===== src/rtl/lfp_mult_pipe_if.sv =====
// Beat-level handshake bundle for the pipelined multi-lane LFP multiplier.
// The driver uses the master modport and the multiplier uses the slave modport.
interface lfp_mult_pipe_if #(
    parameter int unsigned EW    = 3,
    parameter int unsigned MW    = 4,
    parameter int unsigned LANES = 4
);
    localparam int unsigned OW = 1 + EW + MW;
    localparam int unsigned YW = 2 + EW + MW;

    logic                  in_valid;
    logic                  in_ready;
    logic [LANES*OW-1:0]   in_a;
    logic [LANES*OW-1:0]   in_b;
    logic                  out_valid;
    logic                  out_ready;
    logic [LANES*YW-1:0]   out_y;
    logic [LANES-1:0]      out_zero;

    modport master (
        output in_valid, in_a, in_b, out_ready,
        input  in_ready, out_valid, out_y, out_zero
    );

    modport slave (
        input  in_valid, in_a, in_b, out_ready,
        output in_ready, out_valid, out_y, out_zero
    );
endinterface


===== src/rtl/lfp_mult_pipe.sv =====
// Two-stage, multi-lane log-domain FP multiplier with valid/ready flow control.
// S1 adds corrected {e,m} codes; S2 removes the output correction, re-biases and flushes.
module lfp_mult_pipe #(
    parameter int unsigned EW    = 3,
    parameter int unsigned MW    = 4,
    parameter int unsigned LANES = 4,
    parameter int unsigned BIAS  = 0
) (
    input  logic           clk,
    input  logic           rst_n,
    lfp_mult_pipe_if.slave lfp_if
);
    localparam int unsigned OW  = 1 + EW + MW;
    localparam int unsigned YW  = 2 + EW + MW;
    localparam int unsigned EMW = EW + MW;
    localparam int unsigned SW  = EW + MW + 1;
    localparam logic [EW:0] BIAS_E = (EW+1)'(BIAS);

    // Mantissa correction: zero for codes 0/1 and for all-ones, one otherwise.
    function automatic logic corr(input logic [MW-1:0] x);
        return (x[MW-1:1] != '0) && !(&x);
    endfunction

    logic                      s1_v_q, s1_v_d;
    logic [LANES-1:0][SW-1:0]  s1_sum_q, s1_sum_d;
    logic [LANES-1:0]          s1_s_q, s1_s_d;
    logic [LANES-1:0]          s1_z_q, s1_z_d;
    logic                      s2_v_q, s2_v_d;
    logic [LANES*YW-1:0]       y_q, y_d;
    logic [LANES-1:0]          zero_q, zero_d;

    logic s2_adv_c, s1_adv_c, in_fire_c, s2_load_c;

    always_comb begin
        s2_adv_c  = ~s2_v_q | lfp_if.out_ready;
        s1_adv_c  = ~s1_v_q | s2_adv_c;
        in_fire_c = lfp_if.in_valid & s1_adv_c;
        s2_load_c = s1_v_q & s2_adv_c;
        s1_v_d    = s1_adv_c ? lfp_if.in_valid : s1_v_q;
        s2_v_d    = s2_adv_c ? s1_v_q : s2_v_q;
    end

    // Stage 1: corrected code sum, sign and zero-operand detect per lane.
    always_comb begin
        logic [OW-1:0] a_l;
        logic [OW-1:0] b_l;
        s1_sum_d = s1_sum_q;
        s1_s_d   = s1_s_q;
        s1_z_d   = s1_z_q;
        a_l      = '0;
        b_l      = '0;
        if (in_fire_c) begin
            for (int i = 0; i < int'(LANES); i++) begin
                a_l = lfp_if.in_a[i*OW +: OW];
                b_l = lfp_if.in_b[i*OW +: OW];
                s1_sum_d[i] = SW'(a_l[EMW-1:0]) + SW'(b_l[EMW-1:0])
                            + SW'(corr(a_l[MW-1:0])) + SW'(corr(b_l[MW-1:0]));
                s1_s_d[i]   = a_l[OW-1] ^ b_l[OW-1];
                s1_z_d[i]   = (a_l[EMW-1:MW] == '0) | (b_l[EMW-1:MW] == '0);
            end
        end
    end

    // Stage 2: undo output correction, optional re-bias with flush-to-zero.
    always_comb begin
        logic [MW-1:0] m_raw;
        logic [MW-1:0] m_out;
        logic [EW:0]   e_raw;
        logic [EW:0]   e_out;
        logic          z;
        y_d    = y_q;
        zero_d = zero_q;
        m_raw  = '0;
        m_out  = '0;
        e_raw  = '0;
        e_out  = '0;
        z      = 1'b0;
        if (s2_load_c) begin
            for (int i = 0; i < int'(LANES); i++) begin
                m_raw = s1_sum_q[i][MW-1:0];
                m_out = m_raw - MW'(corr(m_raw));
                e_raw = s1_sum_q[i][SW-1:MW];
                e_out = e_raw;
                z     = s1_z_q[i];
                if (BIAS > 0) begin
                    e_out = e_raw - BIAS_E;
                    if (e_raw <= BIAS_E) z = 1'b1;
                end
                y_d[i*YW +: YW] = z ? '0 : {s1_s_q[i], e_out, m_out};
                zero_d[i]       = z;
            end
        end
    end

    always_ff @(posedge clk or negedge rst_n) begin
        if (!rst_n) begin
            s1_v_q   <= 1'b0;
            s1_sum_q <= '0;
            s1_s_q   <= '0;
            s1_z_q   <= '0;
            s2_v_q   <= 1'b0;
            y_q      <= '0;
            zero_q   <= '0;
        end else begin
            s1_v_q   <= s1_v_d;
            s1_sum_q <= s1_sum_d;
            s1_s_q   <= s1_s_d;
            s1_z_q   <= s1_z_d;
            s2_v_q   <= s2_v_d;
            y_q      <= y_d;
            zero_q   <= zero_d;
        end
    end

    assign lfp_if.in_ready  = s1_adv_c;
    assign lfp_if.out_valid = s2_v_q;
    assign lfp_if.out_y     = y_q;
    assign lfp_if.out_zero  = zero_q;
endmodule

===== src/flat_wrapper.sv =====
// flat-port wrapper written by rule: the top's interface ports become plain ports
module lfp_mult_pipe_flat 
#(
    parameter int unsigned EW    = 3,
    parameter int unsigned MW    = 4,
    parameter int unsigned LANES = 4,
    parameter int unsigned BIAS  = 0
)
  (clk, rst_n, lfp_if_in_valid, lfp_if_in_a, lfp_if_in_b, lfp_if_out_ready, lfp_if_in_ready, lfp_if_out_valid, lfp_if_out_y, lfp_if_out_zero);
  lfp_mult_pipe_if #(.EW(EW), .MW(MW), .LANES(LANES)) lfp_if_i ();
  input  logic clk;
  input  logic rst_n;
  input wire logic [$bits(lfp_if_i.in_valid)-1:0] lfp_if_in_valid;
  input wire logic [$bits(lfp_if_i.in_a)-1:0] lfp_if_in_a;
  input wire logic [$bits(lfp_if_i.in_b)-1:0] lfp_if_in_b;
  input wire logic [$bits(lfp_if_i.out_ready)-1:0] lfp_if_out_ready;
  output wire logic [$bits(lfp_if_i.in_ready)-1:0] lfp_if_in_ready;
  output wire logic [$bits(lfp_if_i.out_valid)-1:0] lfp_if_out_valid;
  output wire logic [$bits(lfp_if_i.out_y)-1:0] lfp_if_out_y;
  output wire logic [$bits(lfp_if_i.out_zero)-1:0] lfp_if_out_zero;
  assign lfp_if_i.in_valid = lfp_if_in_valid;
  assign lfp_if_i.in_a = lfp_if_in_a;
  assign lfp_if_i.in_b = lfp_if_in_b;
  assign lfp_if_i.out_ready = lfp_if_out_ready;
  assign lfp_if_in_ready = lfp_if_i.in_ready;
  assign lfp_if_out_valid = lfp_if_i.out_valid;
  assign lfp_if_out_y = lfp_if_i.out_y;
  assign lfp_if_out_zero = lfp_if_i.out_zero;
  lfp_mult_pipe #(.EW(EW), .MW(MW), .LANES(LANES), .BIAS(BIAS)) u_core (.clk(clk), .rst_n(rst_n), .lfp_if(lfp_if_i));
endmodule

===== config.mk =====
export PLATFORM = sky130hd
export DESIGN_NAME = lfp_mult_pipe_flat
export DESIGN_NICKNAME = d
export VERILOG_FILES = /design/src/rtl/lfp_mult_pipe_if.sv /design/src/rtl/lfp_mult_pipe.sv /design/src/flat_wrapper.sv
export SDC_FILE = /design/constraint.sdc
export NUM_CORES = 1
export LEC_CHECK = 0
export CAP_MARGIN = 20
export CORE_MARGIN = 1
export CORE_UTILIZATION = 47
export CTS_BUF_LIST = sky130_fd_sc_hd__clkbuf_16
export CTS_CLUSTER_SIZE = 28
export DETAILED_ROUTE_END_ITERATION = 7
export PLACE_DENSITY = 0.77
export REMOVE_ABC_BUFFERS = 1
export SYNTH_ARGS = -nofsm -noshare
export SYNTH_HDL_FRONTEND = slang
export SYNTH_SLANG_ARGS = --single-unit

===== constraint.sdc =====
create_clock -name clk -period 1.5 [get_ports clk]
set_input_delay 0.225 -clock clk [delete_from_list [all_inputs] [get_ports clk]]
set_output_delay 0.225 -clock clk [all_outputs]
set_load 0.01 [all_outputs]

* Yosys cells after proc, flatten, opt, wreduce, memory -nomap -nowiden
Index checks and enable logic that the tools add are counted.
** Operators by class
- $add $sub $neg :: 16
- Mux-type cells :: 4
- Bitwise operators :: 14
- Reduce and logical (&&, ||, !) cells :: 56
** Operator list (number)
- adder 8 x 1 -> 8 bit :: 8
- AND reduction 4 bit :: 12
- 2-to-1 mux 9 bit :: 4
- nonzero test 3 bit :: 12
- adder 7 x 7 -> 8 bit :: 4
- logical NOT 3 bit :: 8
- subtractor 4 x 1 -> 4 bit :: 4
- logical AND 1 bit :: 12
- logical NOT 1 bit :: 12
- bitwise OR 1 bit :: 6
- bitwise XOR 1 bit :: 4
- bitwise AND 1 bit :: 2
- inverter 1 bit :: 2
** Word-level totals
- Register bits after elaboration :: 82
- Input bits :: 68
- Word-level logic and storage cells :: 100

* Depth between registers and ports, before layout
- Depth after elaboration :: 5
- Gate-level depth with buffers :: 11
- Depth with buffers taken out :: 11

* Worst setup path before layout
No wires, ideal clock.
- Path kind :: input-to-reg
- Start point :: input port lfp_if_in_a[18]
- End point :: register u_core.s1_sum_q[22] (netlist name)
- Setup time :: 69 ps
- Data arrival time :: 2177 ps
- Setup slack :: -746 ps
- Stages on the path :: 11
- Buffers on the path :: 0
- Path through :: nand4_1 o31ai_1 fa_1 inv_1 ha_1 inv_1 fa_1 nor2b_1 o31a_1 or4_1 nand3_1
** Between the ends
- Word-level cells in the longest chain between the ends :: 5
** Ends and longest elaborated chain
- start, declared :: RTL line flat_wrapper.sv:14 : input wire logic [$bits(lfp_if_i.in_a)-1:0] lfp_if_in_a;
- branches (longest 3 deep; another with adder 7 x 7 -> 8 bit)
- adder 8 x 1 -> 8 bit * (2 in a row) :: RTL line lfp_mult_pipe.sv:57 : + SW'(corr(a_l[MW-1:0])) + SW'(corr(b_l[MW-1:0]));
- end signal, assigned :: RTL line lfp_mult_pipe.sv:106 : s1_sum_q <= s1_sum_d;
- end, declared :: RTL line lfp_mult_pipe.sv:25 : logic [LANES-1:0][SW-1:0] s1_sum_q, s1_sum_d;
Every way passes the cells marked *.
A chain may end at the register's enable or synchronous reset.

* Worst setup path after layout
- Start point :: input port lfp_if_in_b[0]
- End point :: register u_core.s1_sum_q[6] (netlist name)
** Between the ends
- Word-level cells in the longest chain between the ends :: 4
** Ends and longest elaborated chain
- start, declared :: RTL line flat_wrapper.sv:15 : input wire logic [$bits(lfp_if_i.in_b)-1:0] lfp_if_in_b;
- branches (longest 3 deep; another with adder 7 x 7 -> 8 bit)
- adder 8 x 1 -> 8 bit * :: RTL line lfp_mult_pipe.sv:57
Marked as above.

==> metrics.txt <==
core area 11,000 um2; H-tree depth 3; number of global-route vias before repair 5,170; number of synthesized flops with an enable pin 0; unrepaired setup endpoints after global routing yes; Comb power frac a little under half; post-route minimum period roughly 2100 ps; Netlist cell types 43; CTS clk-pin slew, worst paths 60 ps; cell breakdown of the critical path dlygate4sd2_1, inv_2, fa_1, inv_1, ha_2, inv_2, fa_2, nor2b_2, o31a_1, or4_1, nand3_1; slowest stage delay, CP between 500 and 600 ps; Vias 5,163; Syn Std Cell Area about 5400 um2; MaxCap Viol Count 0; synthesized netlist cell count 572; GRT Residual Overflow 0; die height about 110 um; pwr dens 1180 nW/um2; post-synthesis register bit count 82; Skew-Pair Late Insertion Delay around 330 ps; Tcrit/Tclk final 143%; violated checks negative setup slack; worst path required time 1770 ps; Slew headroom between 70% and 80%; row cnt 38; fraction of the yosys area taken by sequential cells between 30% and 40%; P_leak 3.88 nW; CP Launch Type primary input; area taken by multi-input logic gates about 3700 um2; # IOs 110; Final Setup Violations 29; final wirelength ~15,000 um; DIE WIDTH 109 um; Synth async-reset ratio 100%; final worst setup slack -642 ps; worst slack, placed -1430 ps; fin nets about 900; CP most frequent cell inv_2; run status finished, violations left; Routability Congestion 0.818; syn avg cell area approximately 9.4 um2; DRC viols 0; Fin Hold WS 352 ps; switch share between 30% and 40%; first-pass GRT wire length between 20,000 and 25,000 um; Least-Margin Pin Slew ~370 ps; Post-DP HPWL 10,300 um; Internal between 6 and 7 mW; layout cells sized above 1 ~31%; CP max-delay cell fa_1; Top delay family on crit path adder cells; Final Skew roughly 7.5 ps; n_diodes 0; Slew Viols, Final 0; Final ANT Viol Nets 0; Fmax about 0.47 GHz; antenna violations before repair 0; TritonCTS clock tree yes; clock share of power about a fifth; register area between 2000 and 2500 um2; final hold violation count 0; Max Root-Sink Buffers 2; NetSw 3.31 mW; WL/cell approximately 16 um; CP max FO 2; # fillers between 700 and 800; TritonCTS buffer count 9; clk sinks between 80 and 90; top_reg_cell synth dfrtp_1; WP buf/inv 4; Syn-to-layout area delta 57.0%; root buf cell clkbuf_16; Syn. warnings 0; crit path capture type register; Finished Core Util roughly 77%; total die area between 10,000 and 15,000 um2; drt initial violations roughly 180; Initial Util around half; HP Class in2async; Seq pwr share 33.0%; Vias/cell 5.58; Critical Setup Path Class in2reg; first-pass iteration count of the detailed router 4; port bufs approximately 110; Global Route Usage Sum between 20% and 30%; worst vdd ir around 0.00074 V; largest net degree at the start of global routing 37; WP data arrival roughly 2400 ps
## final cells by class
class | instances | area share, %
clock buffers | 9 | 2.66
clock inverters | 7 | 0.709
inverters | 41 | 1.85
multi-input cells | 425 | 43.5
flip-flops and latches | 82 | 24.2
well taps | 140 | 2.07
repair buffers | 222 | 24.9
## flip-flops by register name (all words and copies together), names as in the netlist
| name | flops |
|---|---|
| u_core.s1_s_q | 4 |
| u_core.s1_sum_q | 32 |
| u_core.s1_z_q | 4 |
| u_core.lfp_if.out_y | 36 |
| u_core.lfp_if.out_valid | 1 |
| u_core.lfp_if.out_zero | 4 |
| u_core.s1_v_q | 1 |
## Yosys cell counts (all sizes together) (4+ instances only)
| cell type | n | area, um2 |
|---|---|---|
| o31ai | 20 | 150 |
| dfrtp | 82 | 2050 |
| or4 | 6 | 45.0 |
| o31a | 12 | 105 |
| a21o | 8 | 60.1 |
| ha | 60 | 751 |
| a2111oi | 4 | 35.0 |
| nand4 | 16 | 100 |
| o21a | 4 | 30.0 |
| o21ai | 68 | 340 |
| fa | 8 | 160 |
| xnor2 | 10 | 87.6 |
| o2111ai | 4 | 35.0 |
| xor2 | 12 | 105 |
| nor2b | 4 | 25.0 |
| o311a | 8 | 80.1 |
| buf | 12 | 62.6 |
| nor2 | 10 | 40.0 |
| mux2 | 4 | 45.0 |
| clkbuf | 12 | 45.0 |
| a21oi | 8 | 40.0 |
| a211oi | 8 | 60.1 |
| nand2b | 32 | 200 |
| inv | 41 | 156 |
| nor3 | 8 | 40.0 |
| nand4b | 4 | 35.0 |
| o211ai | 6 | 45.0 |
| nand3 | 8 | 40.0 |
| nand2 | 78 | 300 |
## path summary, 6_finish.rpt
check	start	to	slack [ps]	depth (start not counted)
max	lfp_if_in_b[0]	u_core.s1_sum_q[6]	-640	11
min	rst_n	u_core.lfp_if.out_zero[3]	350	2
max reg2reg	u_core.s1_v_q	u_core.s1_sum_q[23]	-90	5
min reg2reg	u_core.lfp_if.out_y[12]	u_core.lfp_if.out_y[12]	480	2
max in group asynchronous	rst_n	u_core.s1_sum_q[0]	610	3
min in group clk	u_core.lfp_if.out_y[12]	u_core.lfp_if.out_y[12]	480	2
## what timing repair did
item | 4_1_cts | 5_1_grt
hold endpoints to repair | 22 | 0
hold buffers | 1 | 0
setup buffers | 20 | 10
pin swaps | 70 | 62
gates resized for setup | 194 | 82
endpoints found under the setup margin | 45 | 46
## per-stage QoR
stage / area, um2 / instances / total power [mW] / TNS, ps
finish: 8470 / 926 / 10.0 / -10980
global placement: 7280 / 886 / 6.83 / -33240
global route: 8470 / 926 / 10.7 / -12880
detailed placement: 7280 / 886 / 7.01 / -38180
floorplan: 5280 / 548 / 5.08 / -34380
CTS: 8040 / 922 / 9.54 / -11770
## per-layer routing
layer  share of wire (%)  wire [um]  track usage (%)
met1                  40       6010             30.2
met2                  53       7900             46.4
met3                 4.4        655             3.29
met4                 2.2        335             8.98
met5                   0          0                0
## power by group through the flow
stage | clock [mW] | combinational, mW | sequential (mW)
after CTS | 2.16 | 4.09 | 3.29
after global routing | 2.26 | 5.02 | 3.38
after floorplan | 0 | 1.63 | 3.45
after detailed placement | 0 | 3.67 | 3.35
after global placement | 0 | 3.53 | 3.30
final | 2.12 | 4.59 | 3.30
## worst register-to-register path, cell delays in order (launching register included)
cell and delay, ps:
dfrtp_1 370, and3b_2 230, buf_4 200, or4b_1 520, o311a_1 120, nand3_1 90
## cell usage in the layout (no fill, tap or decap), types with 19 or more instances in the layout
cell type | netlist | layout
buf_4 | 0 | 95
buf_6 | 1 | 19
clkdlybuf4s50_1 | 0 | 70
dfrtp_1 | 82 | 82
ha_1 | 60 | 35
ha_4 | 0 | 21
inv_1 | 40 | 30
nand2_1 | 77 | 74
nand2b_1 | 32 | 32
o21ai_0 | 68 | 45
## cells by family (layout without fill, tap and decap cells)
kind of cell | after synthesis | in the layout | share of synthesized area (%)
multiplexers | 6 | 6 | 1.21
adder cells (fa/ha/maj) | 68 | 68 | 16.9
AND/OR/NAND/NOR | 175 | 175 | 16.6
flip-flops | 82 | 82 | 38.1
buffers and inverters | 65 | 279 | 4.90
AO/OA/AOI/OAI | 154 | 154 | 18.8
XOR/XNOR | 22 | 22 | 3.57
(Power assumes the default switching activity.)
